**config.mk**
```make
export PLATFORM = sky130hd
export DESIGN_NAME = flappy_game_ctrl_flat
export DESIGN_NICKNAME = d
export VERILOG_FILES = /design/src/rtl/flappy_game_ctrl_pkg.sv /design/src/rtl/flappy_game_ctrl_if.sv /design/src/rtl/flappy_game_ctrl_btn_debounce.sv /design/src/rtl/flappy_game_ctrl.sv /design/src/flat_wrapper.sv
export SDC_FILE = /design/constraint.sdc
export NUM_CORES = 1
export LEC_CHECK = 0
export ABC_AREA = 1
export BUFFER_PORTS_ARGS = -buffer_cell sky130_fd_sc_hd__buf_2
export CORE_UTILIZATION = 59
export DETAILED_ROUTE_END_ITERATION = 8
export PLACE_DENSITY = 0.78
export SYNTH_ARGS = -nofsm -noshare
export SYNTH_HDL_FRONTEND = slang
export SYNTH_SLANG_ARGS = --single-unit
```
**constraint.sdc**
```tcl
create_clock -name i_clk -period 3.2 [get_ports i_clk]
set_clock_uncertainty 0.15 [all_clocks]
set_input_delay 0 -clock i_clk [delete_from_list [all_inputs] [get_ports i_clk]]
set_output_delay 0 -clock i_clk [all_outputs]
set_load 0.01 [all_outputs]
```
**src/rtl/flappy_game_ctrl_pkg.sv**
```systemverilog
// Shared types and constants for the flappy bird game sequencer.
package flappy_pkg;

  localparam int unsigned SCORE_W   = 10;
  localparam int unsigned SCORE_MAX = 999;

  typedef enum logic [1:0] {
    ST_IDLE  = 2'd0,
    ST_PLAY  = 2'd1,
    ST_DYING = 2'd2,
    ST_OVER  = 2'd3
  } state_e;

endpackage

```
**src/rtl/flappy_game_ctrl_if.sv**
```systemverilog
// Board-side event/control bundle of the game sequencer; slave is the controller side.
interface flappy_game_ctrl_if;

  logic                           i_btn;
  logic                           i_out_of_bounds;
  logic                           i_collide;
  logic                           i_pass;
  logic                           o_physics_stb;
  logic                           o_bird_rst;
  logic                           o_animate;
  logic                           o_flap;
  logic [1:0]                     o_state;
  logic [flappy_pkg::SCORE_W-1:0] o_score;
  logic [flappy_pkg::SCORE_W-1:0] o_hi_score;

  modport master (
    output i_btn, i_out_of_bounds, i_collide, i_pass,
    input  o_physics_stb, o_bird_rst, o_animate, o_flap, o_state, o_score, o_hi_score
  );

  modport slave (
    input  i_btn, i_out_of_bounds, i_collide, i_pass,
    output o_physics_stb, o_bird_rst, o_animate, o_flap, o_state, o_score, o_hi_score
  );

endinterface

```
**src/rtl/flappy_game_ctrl_btn_debounce.sv**
```systemverilog
// Button conditioner: 2-flop synchroniser, stability debounce, one-cycle press pulse on
// an accepted rising level.
module btn_debounce #(
  parameter int unsigned DEBOUNCE_CYC = 500000
) (
  input  logic i_clk,
  input  logic i_rst,
  input  logic i_btn,
  output logic o_press
);

  localparam int unsigned CNT_W = (DEBOUNCE_CYC > 1) ? $clog2(DEBOUNCE_CYC) : 1;
  localparam logic [CNT_W-1:0] CNT_LAST = CNT_W'(DEBOUNCE_CYC - 1);

  logic             sync1_q, sync2_q;
  logic             level_q, level_d;
  logic             press_q, press_d;
  logic [CNT_W-1:0] cnt_q, cnt_d;

  // Any return of the synced level to the accepted level restarts the stability count.
  always_comb begin
    cnt_d   = cnt_q;
    level_d = level_q;
    press_d = 1'b0;
    if (sync2_q == level_q) begin
      cnt_d = '0;
    end else if (cnt_q == CNT_LAST) begin
      cnt_d   = '0;
      level_d = sync2_q;
      press_d = sync2_q;
    end else begin
      cnt_d = cnt_q + CNT_W'(1);
    end
  end

  always_ff @(posedge i_clk or posedge i_rst) begin
    if (i_rst) begin
      sync1_q <= 1'b0;
      sync2_q <= 1'b0;
      level_q <= 1'b0;
      press_q <= 1'b0;
      cnt_q   <= '0;
    end else begin
      sync1_q <= i_btn;
      sync2_q <= sync1_q;
      level_q <= level_d;
      press_q <= press_d;
      cnt_q   <= cnt_d;
    end
  end

  assign o_press = press_q;

endmodule

```
**src/rtl/flappy_game_ctrl.sv**
```systemverilog
// Game sequencer: physics tick divider, IDLE/PLAY/DYING/OVER FSM, score and high score.
module flappy_game_ctrl
  import flappy_pkg::SCORE_W, flappy_pkg::state_e, flappy_pkg::ST_IDLE, flappy_pkg::ST_PLAY,
         flappy_pkg::ST_DYING, flappy_pkg::ST_OVER;
#(
  parameter int unsigned PHYS_DIV     = 1666667,
  parameter int unsigned DEBOUNCE_CYC = 500000,
  parameter int unsigned DEATH_TICKS  = 60,
  parameter int unsigned SCORE_MAX    = flappy_pkg::SCORE_MAX
) (
  input logic               i_clk,
  input logic               i_rst,
  flappy_game_ctrl_if.slave bus
);

  localparam int unsigned TICK_W  = $clog2(PHYS_DIV);
  localparam int unsigned DEATH_W = (DEATH_TICKS > 1) ? $clog2(DEATH_TICKS) : 1;
  localparam logic [TICK_W-1:0]  TICK_LAST  = TICK_W'(PHYS_DIV - 1);
  localparam logic [DEATH_W-1:0] DEATH_LAST = DEATH_W'(DEATH_TICKS - 1);
  localparam logic [SCORE_W-1:0] SCORE_LAST = SCORE_W'(SCORE_MAX);

  state_e               state_q, state_d;
  logic [TICK_W-1:0]    tick_q, tick_d;
  logic [DEATH_W-1:0]   death_q, death_d;
  logic [SCORE_W-1:0]   score_q, score_d, hi_q, hi_d;
  logic                 stb_q, stb_d, bird_rst_q, bird_rst_d;
  logic                 animate_q, animate_d, flap_q, flap_d;
  logic                 tick, press, dead;

  btn_debounce #(.DEBOUNCE_CYC(DEBOUNCE_CYC)) u_btn (
    .i_clk   (i_clk),
    .i_rst   (i_rst),
    .i_btn   (bus.i_btn),
    .o_press (press)
  );

  assign tick   = (tick_q == TICK_LAST);
  assign tick_d = tick ? '0 : tick_q + TICK_W'(1);
  assign dead   = bus.i_out_of_bounds | bus.i_collide;

  // Next state plus registered-output precompute; a death event masks pass and press.
  always_comb begin
    state_d = state_q;
    death_d = death_q;
    score_d = score_q;
    hi_d    = hi_q;
    flap_d  = 1'b0;
    case (state_q)
      ST_IDLE: begin
        if (press) begin
          state_d = ST_PLAY;
          score_d = '0;
          flap_d  = 1'b1;
        end
      end
      ST_PLAY: begin
        death_d = '0;
        if (dead) begin
          state_d = ST_DYING;
        end else begin
          flap_d = press;
          if (bus.i_pass && (score_q < SCORE_LAST)) score_d = score_q + SCORE_W'(1);
        end
      end
      ST_DYING: begin
        if (tick) begin
          if (death_q == DEATH_LAST) begin
            state_d = ST_OVER;
            if (score_q > hi_q) hi_d = score_q;
          end else begin
            death_d = death_q + DEATH_W'(1);
          end
        end
      end
      ST_OVER: begin
        if (press) state_d = ST_IDLE;
      end
      default: state_d = ST_IDLE;
    endcase
    stb_d      = tick & (state_d == ST_PLAY);
    bird_rst_d = (state_d == ST_IDLE);
    animate_d  = (state_d == ST_PLAY);
  end

  always_ff @(posedge i_clk or posedge i_rst) begin
    if (i_rst) begin
      state_q    <= ST_IDLE;
      tick_q     <= '0;
      death_q    <= '0;
      score_q    <= '0;
      hi_q       <= '0;
      stb_q      <= 1'b0;
      bird_rst_q <= 1'b1;
      animate_q  <= 1'b0;
      flap_q     <= 1'b0;
    end else begin
      state_q    <= state_d;
      tick_q     <= tick_d;
      death_q    <= death_d;
      score_q    <= score_d;
      hi_q       <= hi_d;
      stb_q      <= stb_d;
      bird_rst_q <= bird_rst_d;
      animate_q  <= animate_d;
      flap_q     <= flap_d;
    end
  end

  assign bus.o_state       = state_q;
  assign bus.o_physics_stb = stb_q;
  assign bus.o_bird_rst    = bird_rst_q;
  assign bus.o_animate     = animate_q;
  assign bus.o_flap        = flap_q;
  assign bus.o_score       = score_q;
  assign bus.o_hi_score    = hi_q;

endmodule

```
**src/flat_wrapper.sv**
```systemverilog
// flat-port wrapper written by rule: the top's interface ports become plain ports
module flappy_game_ctrl_flat import flappy_pkg::SCORE_W, flappy_pkg::state_e, flappy_pkg::ST_IDLE, flappy_pkg::ST_PLAY,
         flappy_pkg::ST_DYING, flappy_pkg::ST_OVER;
#(
  parameter int unsigned PHYS_DIV     = 1666667,
  parameter int unsigned DEBOUNCE_CYC = 500000,
  parameter int unsigned DEATH_TICKS  = 60,
  parameter int unsigned SCORE_MAX    = flappy_pkg::SCORE_MAX
)
  (i_clk, i_rst, bus_i_btn, bus_i_out_of_bounds, bus_i_collide, bus_i_pass, bus_o_physics_stb, bus_o_bird_rst, bus_o_animate, bus_o_flap, bus_o_state, bus_o_score, bus_o_hi_score);
  flappy_game_ctrl_if bus_i ();
  input logic i_clk;
  input logic i_rst;
  input wire logic [$bits(bus_i.i_btn)-1:0] bus_i_btn;
  input wire logic [$bits(bus_i.i_out_of_bounds)-1:0] bus_i_out_of_bounds;
  input wire logic [$bits(bus_i.i_collide)-1:0] bus_i_collide;
  input wire logic [$bits(bus_i.i_pass)-1:0] bus_i_pass;
  output wire logic [$bits(bus_i.o_physics_stb)-1:0] bus_o_physics_stb;
  output wire logic [$bits(bus_i.o_bird_rst)-1:0] bus_o_bird_rst;
  output wire logic [$bits(bus_i.o_animate)-1:0] bus_o_animate;
  output wire logic [$bits(bus_i.o_flap)-1:0] bus_o_flap;
  output wire logic [$bits(bus_i.o_state)-1:0] bus_o_state;
  output wire logic [$bits(bus_i.o_score)-1:0] bus_o_score;
  output wire logic [$bits(bus_i.o_hi_score)-1:0] bus_o_hi_score;
  assign bus_i.i_btn = bus_i_btn;
  assign bus_i.i_out_of_bounds = bus_i_out_of_bounds;
  assign bus_i.i_collide = bus_i_collide;
  assign bus_i.i_pass = bus_i_pass;
  assign bus_o_physics_stb = bus_i.o_physics_stb;
  assign bus_o_bird_rst = bus_i.o_bird_rst;
  assign bus_o_animate = bus_i.o_animate;
  assign bus_o_flap = bus_i.o_flap;
  assign bus_o_state = bus_i.o_state;
  assign bus_o_score = bus_i.o_score;
  assign bus_o_hi_score = bus_i.o_hi_score;
  flappy_game_ctrl #(.PHYS_DIV(PHYS_DIV), .DEBOUNCE_CYC(DEBOUNCE_CYC), .DEATH_TICKS(DEATH_TICKS), .SCORE_MAX(SCORE_MAX)) u_core (.i_clk(i_clk), .i_rst(i_rst), .bus(bus_i));
endmodule
```
Word-level counts from Yosys, hierarchy flattened
Cells that the tools add are included.
{"block": "classes", "eq_ne": 13, "magnitude_cmp": 2, "n_addsub": 4, "reduce_logical": 9, "bitwise_logic": 3, "muxes": 21}
{"operator": "$mux W19", "count": 2}
{"operator": "$mux W10", "count": 3}
{"operator": "$add A21 B1 Y21 const B", "count": 1}
{"operator": "$eq A21 B21 Y1 const B", "count": 1}
{"operator": "$mux W21", "count": 1}
{"operator": "$pmux W10 S2", "count": 1}
{"operator": "$add A19 B1 Y19 const B", "count": 1}
{"operator": "$eq A19 B19 Y1 const B", "count": 1}
{"operator": "$mux W6", "count": 2}
{"operator": "$pmux W6 S2", "count": 1}
{"operator": "$add A10 B1 Y10 const B", "count": 1}
{"operator": "$gt A10 B10 Y1", "count": 1}
{"operator": "$lt A10 B10 Y1 const B", "count": 1}
{"operator": "$mux W2", "count": 5}
{"operator": "$pmux W2 S4", "count": 1}
{"operator": "$reduce_and A4 Y1", "count": 2}
{"operator": "$add A6 B1 Y6 const B", "count": 1}
{"operator": "$eq A6 B6 Y1 const B", "count": 1}
{"operator": "$ne A2 B2 Y1 const B", "count": 3}
{"operator": "$eq A2 B1 Y1 const B", "count": 2}
{"operator": "$eq A2 B2 Y1 const B", "count": 2}
{"operator": "$logic_not A2 Y1", "count": 2}
{"operator": "$mux W1", "count": 4}
{"operator": "$ne A2 B1 Y1 const B", "count": 2}
{"operator": "9 further kinds", "count": 10}
{"block": "totals", "in_bits": 6, "register_bits": 76, "out_inout_bits": 26}

Logic depth before layout (Yosys ltp)
{"block": "depth", "ltp_word": 6, "ltp_mapped": 11, "depth_no_buf": 11}

Modules after synthesis
From an unflattened synthesis, not the netlist that was laid out.
{"block": "hier_totals", "cells_unflattened": 585, "area_unflattened_um2": 4540.6}
{"mod": "flappy_game_ctrl", "area_per_inst_um2": 3238.1, "cells_each": 428, "seq_area_each_um2": 1327.5, "instances": 1}
{"mod": "btn_debounce", "area_per_inst_um2": 1302.5, "cells_each": 157, "seq_area_each_um2": 575.6, "instances": 1}

Worst setup path after synthesis
OpenSTA, ideal clock, no wires.
{"block": "synth_timing", "path_type": "flip-flop to flip-flop", "startpoint": "register u_core.score_q[9] (netlist: u_core.bus.o_score[9])", "endpoint": "register u_core.hi_q[0] (netlist: u_core.bus.o_hi_score[0])", "synth_period_minus_slack_ns": 1.813, "path_slack_ns": 1.387, "t_required_ns": 2.983, "n_path_buf": 1, "path_stages_with_launch": 9, "arrival_ns": 1.596, "path_cell_list": "dfrtp_1 ha_1 nand2_1 nor2_1 nand3_1 nand3_1 clkbuf_1 nand4_1 nand2_1"}
{"block": "synth_via", "elab_chain_cells": 2}
{"element": "from (decl)", "line_no": "flappy_game_ctrl.sv:25", "text": "logic [SCORE_W-1:0] score_q, score_d, hi_q, hi_d;"}
{"element": "from (signal assigned)", "line_no": "flappy_game_ctrl.sv:100", "text": "score_q <= score_d;"}
{"element": "$gt A10 B10 Y1", "line_no": "flappy_game_ctrl.sv:69", "text": "if (score_q > hi_q) hi_d = score_q;"}
{"element": "$reduce_and A4 Y1 (no line)"}
{"element": "to (signal assigned)", "line_no": "flappy_game_ctrl.sv:101", "text": "hi_q <= hi_d;"}
{"element": "to (decl)", "line_no": "flappy_game_ctrl.sv:25"}
No other way between the ends.
A chain may end at the register's enable or synchronous reset.

Final worst setup path
{"block": "layout_timing", "startpoint": "register u_core.score_q[9] (netlist: u_core.bus.o_score[9])", "endpoint": "register u_core.hi_q[5] (netlist: u_core.bus.o_hi_score[5])"}
The elaborated chain is that of the path after synthesis.

==> flow_summary.ini <==
[timing]
finalHoldViolCount = 0
period_share = 0.730
period_needed_ns = 2.34
final_max_slew_viol_count = 0
final.setup.worst_slack_ns = 0.863
clock.fmax_ghz = 0.428
tightest_slew_ns = 0.642
finalSetupViolCount = 0
rsz0062_at_grt = false
fin_setup_tns_ns = 0
relSlewSlack = 0.569

[placed_design]
port_buffers = 31
routabilityCongestion = 0.953
pre_cts_slack_ns = 0.911
placed_area_um2 = 4850
dp_cells = 743
dp_hpwl_um = 7900

[floorplan]
pin_count = 32
rows = 31
dieArea_um2 = 8140
die_h_um = 90.2
start_util = 0.623
core-area_um2 = 7370
die_w_um = 90.2

[synth]
synth_nets = 642
synthTopCellsByCount = nand2_1, inv_1, nor2_1
yosysTopAreaCell = dfrtp_1
synth_area_leaders = dfrtp_1, nand2_1, inv_1
yosysMostFrequentCell = nand2_1
syn_avg_cell_area_um2 = 7.44
synth-async-reset-ratio = 1.00
yosys.area_share.simple = 0.349
synthMuxAreaShare = 0
synth_edf_count = 0
synth_xor_area_frac = 0.0458
syn-cell-area_um2 = 4590
syn-instance-count = 617
synth_top_family_by_area = simple AND/OR/NAND/NOR gates
synth-seq-area-share = 0.414
synthAdderAreaFrac = 0.0518
yosysWarningCount = 0
synth-seq-cells = 76
yosys.area.top_type_share = 0.409
synth_compound_area_frac = 0.0561
ys_types = 37
ys.flop_type = dfrtp_1

[clocking]
cts.path.max_buffers = 2
insertion_delay_ns = 0.35
clock_sinks = 76
cts.clk_slew.worst_paths_ns = 0.09
cts_setup_buffers = 0
cts_buffers = 9
cts_root_buffer = clkbuf_8
cts_tree = built
htreeDepth = 3
cts_resized = 0

[global_route]
grt_pass1_wl_um = 18100
antenna_found_initial = 0
grt_overflow_total = 0
grtUsageTotal = 0.276
grt_start_max_net_pins = 36
grt_pass1_vias = 3979

[job]
maxCapViolations = 0

[worst_setup_path]
slowest_delay_ns = 0.47
critPathMostFrequentCell = nand2_1
crit_path_top_delay_cell = dfrtp_1
end_kind = flip-flop
r2r_slack_ns = 0.86
cp_data_arrival_time_ns = 2.43
critical_path_class = reg -> reg
start_kind = flip-flop
cp_max_fo = 11
crit_required_ns = 3.29
worstPathCellList = ha_1 > nand2_1 > nor2_1 > nand3_1 > nand3_1 > nand2_1 > o21ai_0 > nand2_1
rr_worst_depth = 8

[pwr]
ir_drop_mv = 0.404
internal_power_w = 0.00152
power_frac_seq = 0.471
p_per_area_nw_per_um2 = 427
p_comb_frac = 0.156
p_leak_nw = 2.54
netSwitchingPower_w = 0.000659
clkPwrFrac = 0.374
p_sw_frac = 0.302

[finish]
diodes = 0
finalNonFillerCells = 764
final_cell_area_um2 = 5110
syn_to_final_growth_pct = 11.3
drive_gt1_frac = 0.102
fin_nets = 685

[routing]
drtAntennaViolNets = 0
finalWirelength_um = 10500
drc_errors = 0
viasPerCell = 5.44
drt-initial-drc-count = 363
vias = 4157
wl_per_cell_um = 13.7
first_pass_iters = 5

[outcome]
status = complete, no violations

[hold_path]
min_path_type = in -> async
==> critical path: cells and delay by family, from the launching register on <==
kind / cells / cell delay (ns)
compound gates: 1 / 0.22
fa+ha+maj: 1 / 0.33
flops: 1 / 0.47
simple gates: 6 / 1.06
==> flip-flops by register name (all words and copies together) (netlist names) <==
register                  count
u_core.bus.o_score           10
u_core.bus.o_state            2
u_core.bus.o_physics_stb      1
u_core.u_btn.o_press          1
u_core.bus.o_flap             1
u_core.bus.o_animate          1
u_core.u_btn.cnt_q           19
u_core.u_btn.sync1_q          1
u_core.u_btn.level_q          1
u_core.bus.o_hi_score        10
u_core.u_btn.sync2_q          1
u_core.death_q                6
u_core.tick_q                21
u_core.bus.o_bird_rst         1
==> cells in the final DEF, fill, tap and decap left out, types with 3 or more instances in the layout <==
cell type,n
ha_1,19
nor3_2,3
nor3_1,22
inv_2,3
nor2_1,86
inv_1,86
dfrtp_1,75
clkbuf_8,9
nor4_1,3
nand3_1,37
a21oi_1,11
o21ai_0,24
o21bai_1,3
nand2_1,151
xnor2_1,5
nand4_1,35
xor2_1,19
dlygate4sd3_1,5
buf_2,31
or2_2,3
o21ai_1,5
==> cell type report <==
type | instances | area (um^2)
Multi-Input combinational cell | 444 | 2310
Inverter | 91 | 343
Fill cell | 654 | 2260
Tap cell | 99 | 124
Timing Repair Buffer | 38 | 220
Clock inverter | 5 | 83.8
Clock buffer | 11 | 131
Sequential cell | 76 | 1900
==> timing repair <==
| action | 4_1_cts | 5_1_grt |
|---|---|---|
| hold buffers | 5 | 0 |
| endpoints found under the hold margin | 81 | 0 |
| endpoints found under the setup margin | 0 | 0 |
==> per-layer routing <==
| metal | share of wire | up-vias | global-route usage |
|---|---|---|---|
| met4 | 0.014 | 0 | 0.0753 |
| met1 | 0.44 | 1903 | 0.372 |
| li1 | - | 2071 | - |
| met3 | 0.080 | 15 | 0.0643 |
| met2 | 0.47 | 168 | 0.447 |
| met5 | 0 | - | 0 |
==> final timing paths <==
kind                                        from                       end
min in group i_clk                     bus_i_btn      u_core.u_btn.sync1_q
min                                        i_rst          u_core.tick_q[4]
max in group asynchronous                  i_rst    u_core.u_btn.cnt_q[10]
max                        u_core.bus.o_score[9]  u_core.bus.o_hi_score[5]
max reg2reg                u_core.bus.o_score[9]  u_core.bus.o_hi_score[5]
min reg2reg                 u_core.u_btn.sync1_q      u_core.u_btn.sync2_q
==> stage by stage <==
| stage | power [W] | hold slack, ns | util |
|---|---|---|---|
| floorplan | 0.00128 | -0.119 | - |
| global placement | 0.00136 | -0.157 | 0.658 |
| detailed placement | 0.00138 | -0.153 | 0.658 |
| CTS | 0.00220 | 0.0103 | 0.694 |
| global route | 0.00228 | 0.0658 | 0.694 |
| finish | 0.00218 | 0.0153 | 0.694 |
==> power by group through the flow <==
stage / clock network, W / registers, W / logic [W]
final: 0.000815 / 0.00103 / 0.000339
after detailed placement: 0 / 0.00105 / 0.000330
after CTS: 0.000831 / 0.00103 / 0.000339
after floorplan: 0 / 0.00105 / 0.000227
after global routing: 0.000865 / 0.00103 / 0.000380
after global placement: 0 / 0.00104 / 0.000320
==> kinds of logic after synthesis <==
family | after synthesis
AOI/OAI and AO/OA | 48
buffers and inverters | 97
DFF | 76
and+or+nand+nor | 353
adders and majority gates | 19
xor gates and xnor gates | 24
Power figures use the tool's default switching activity.
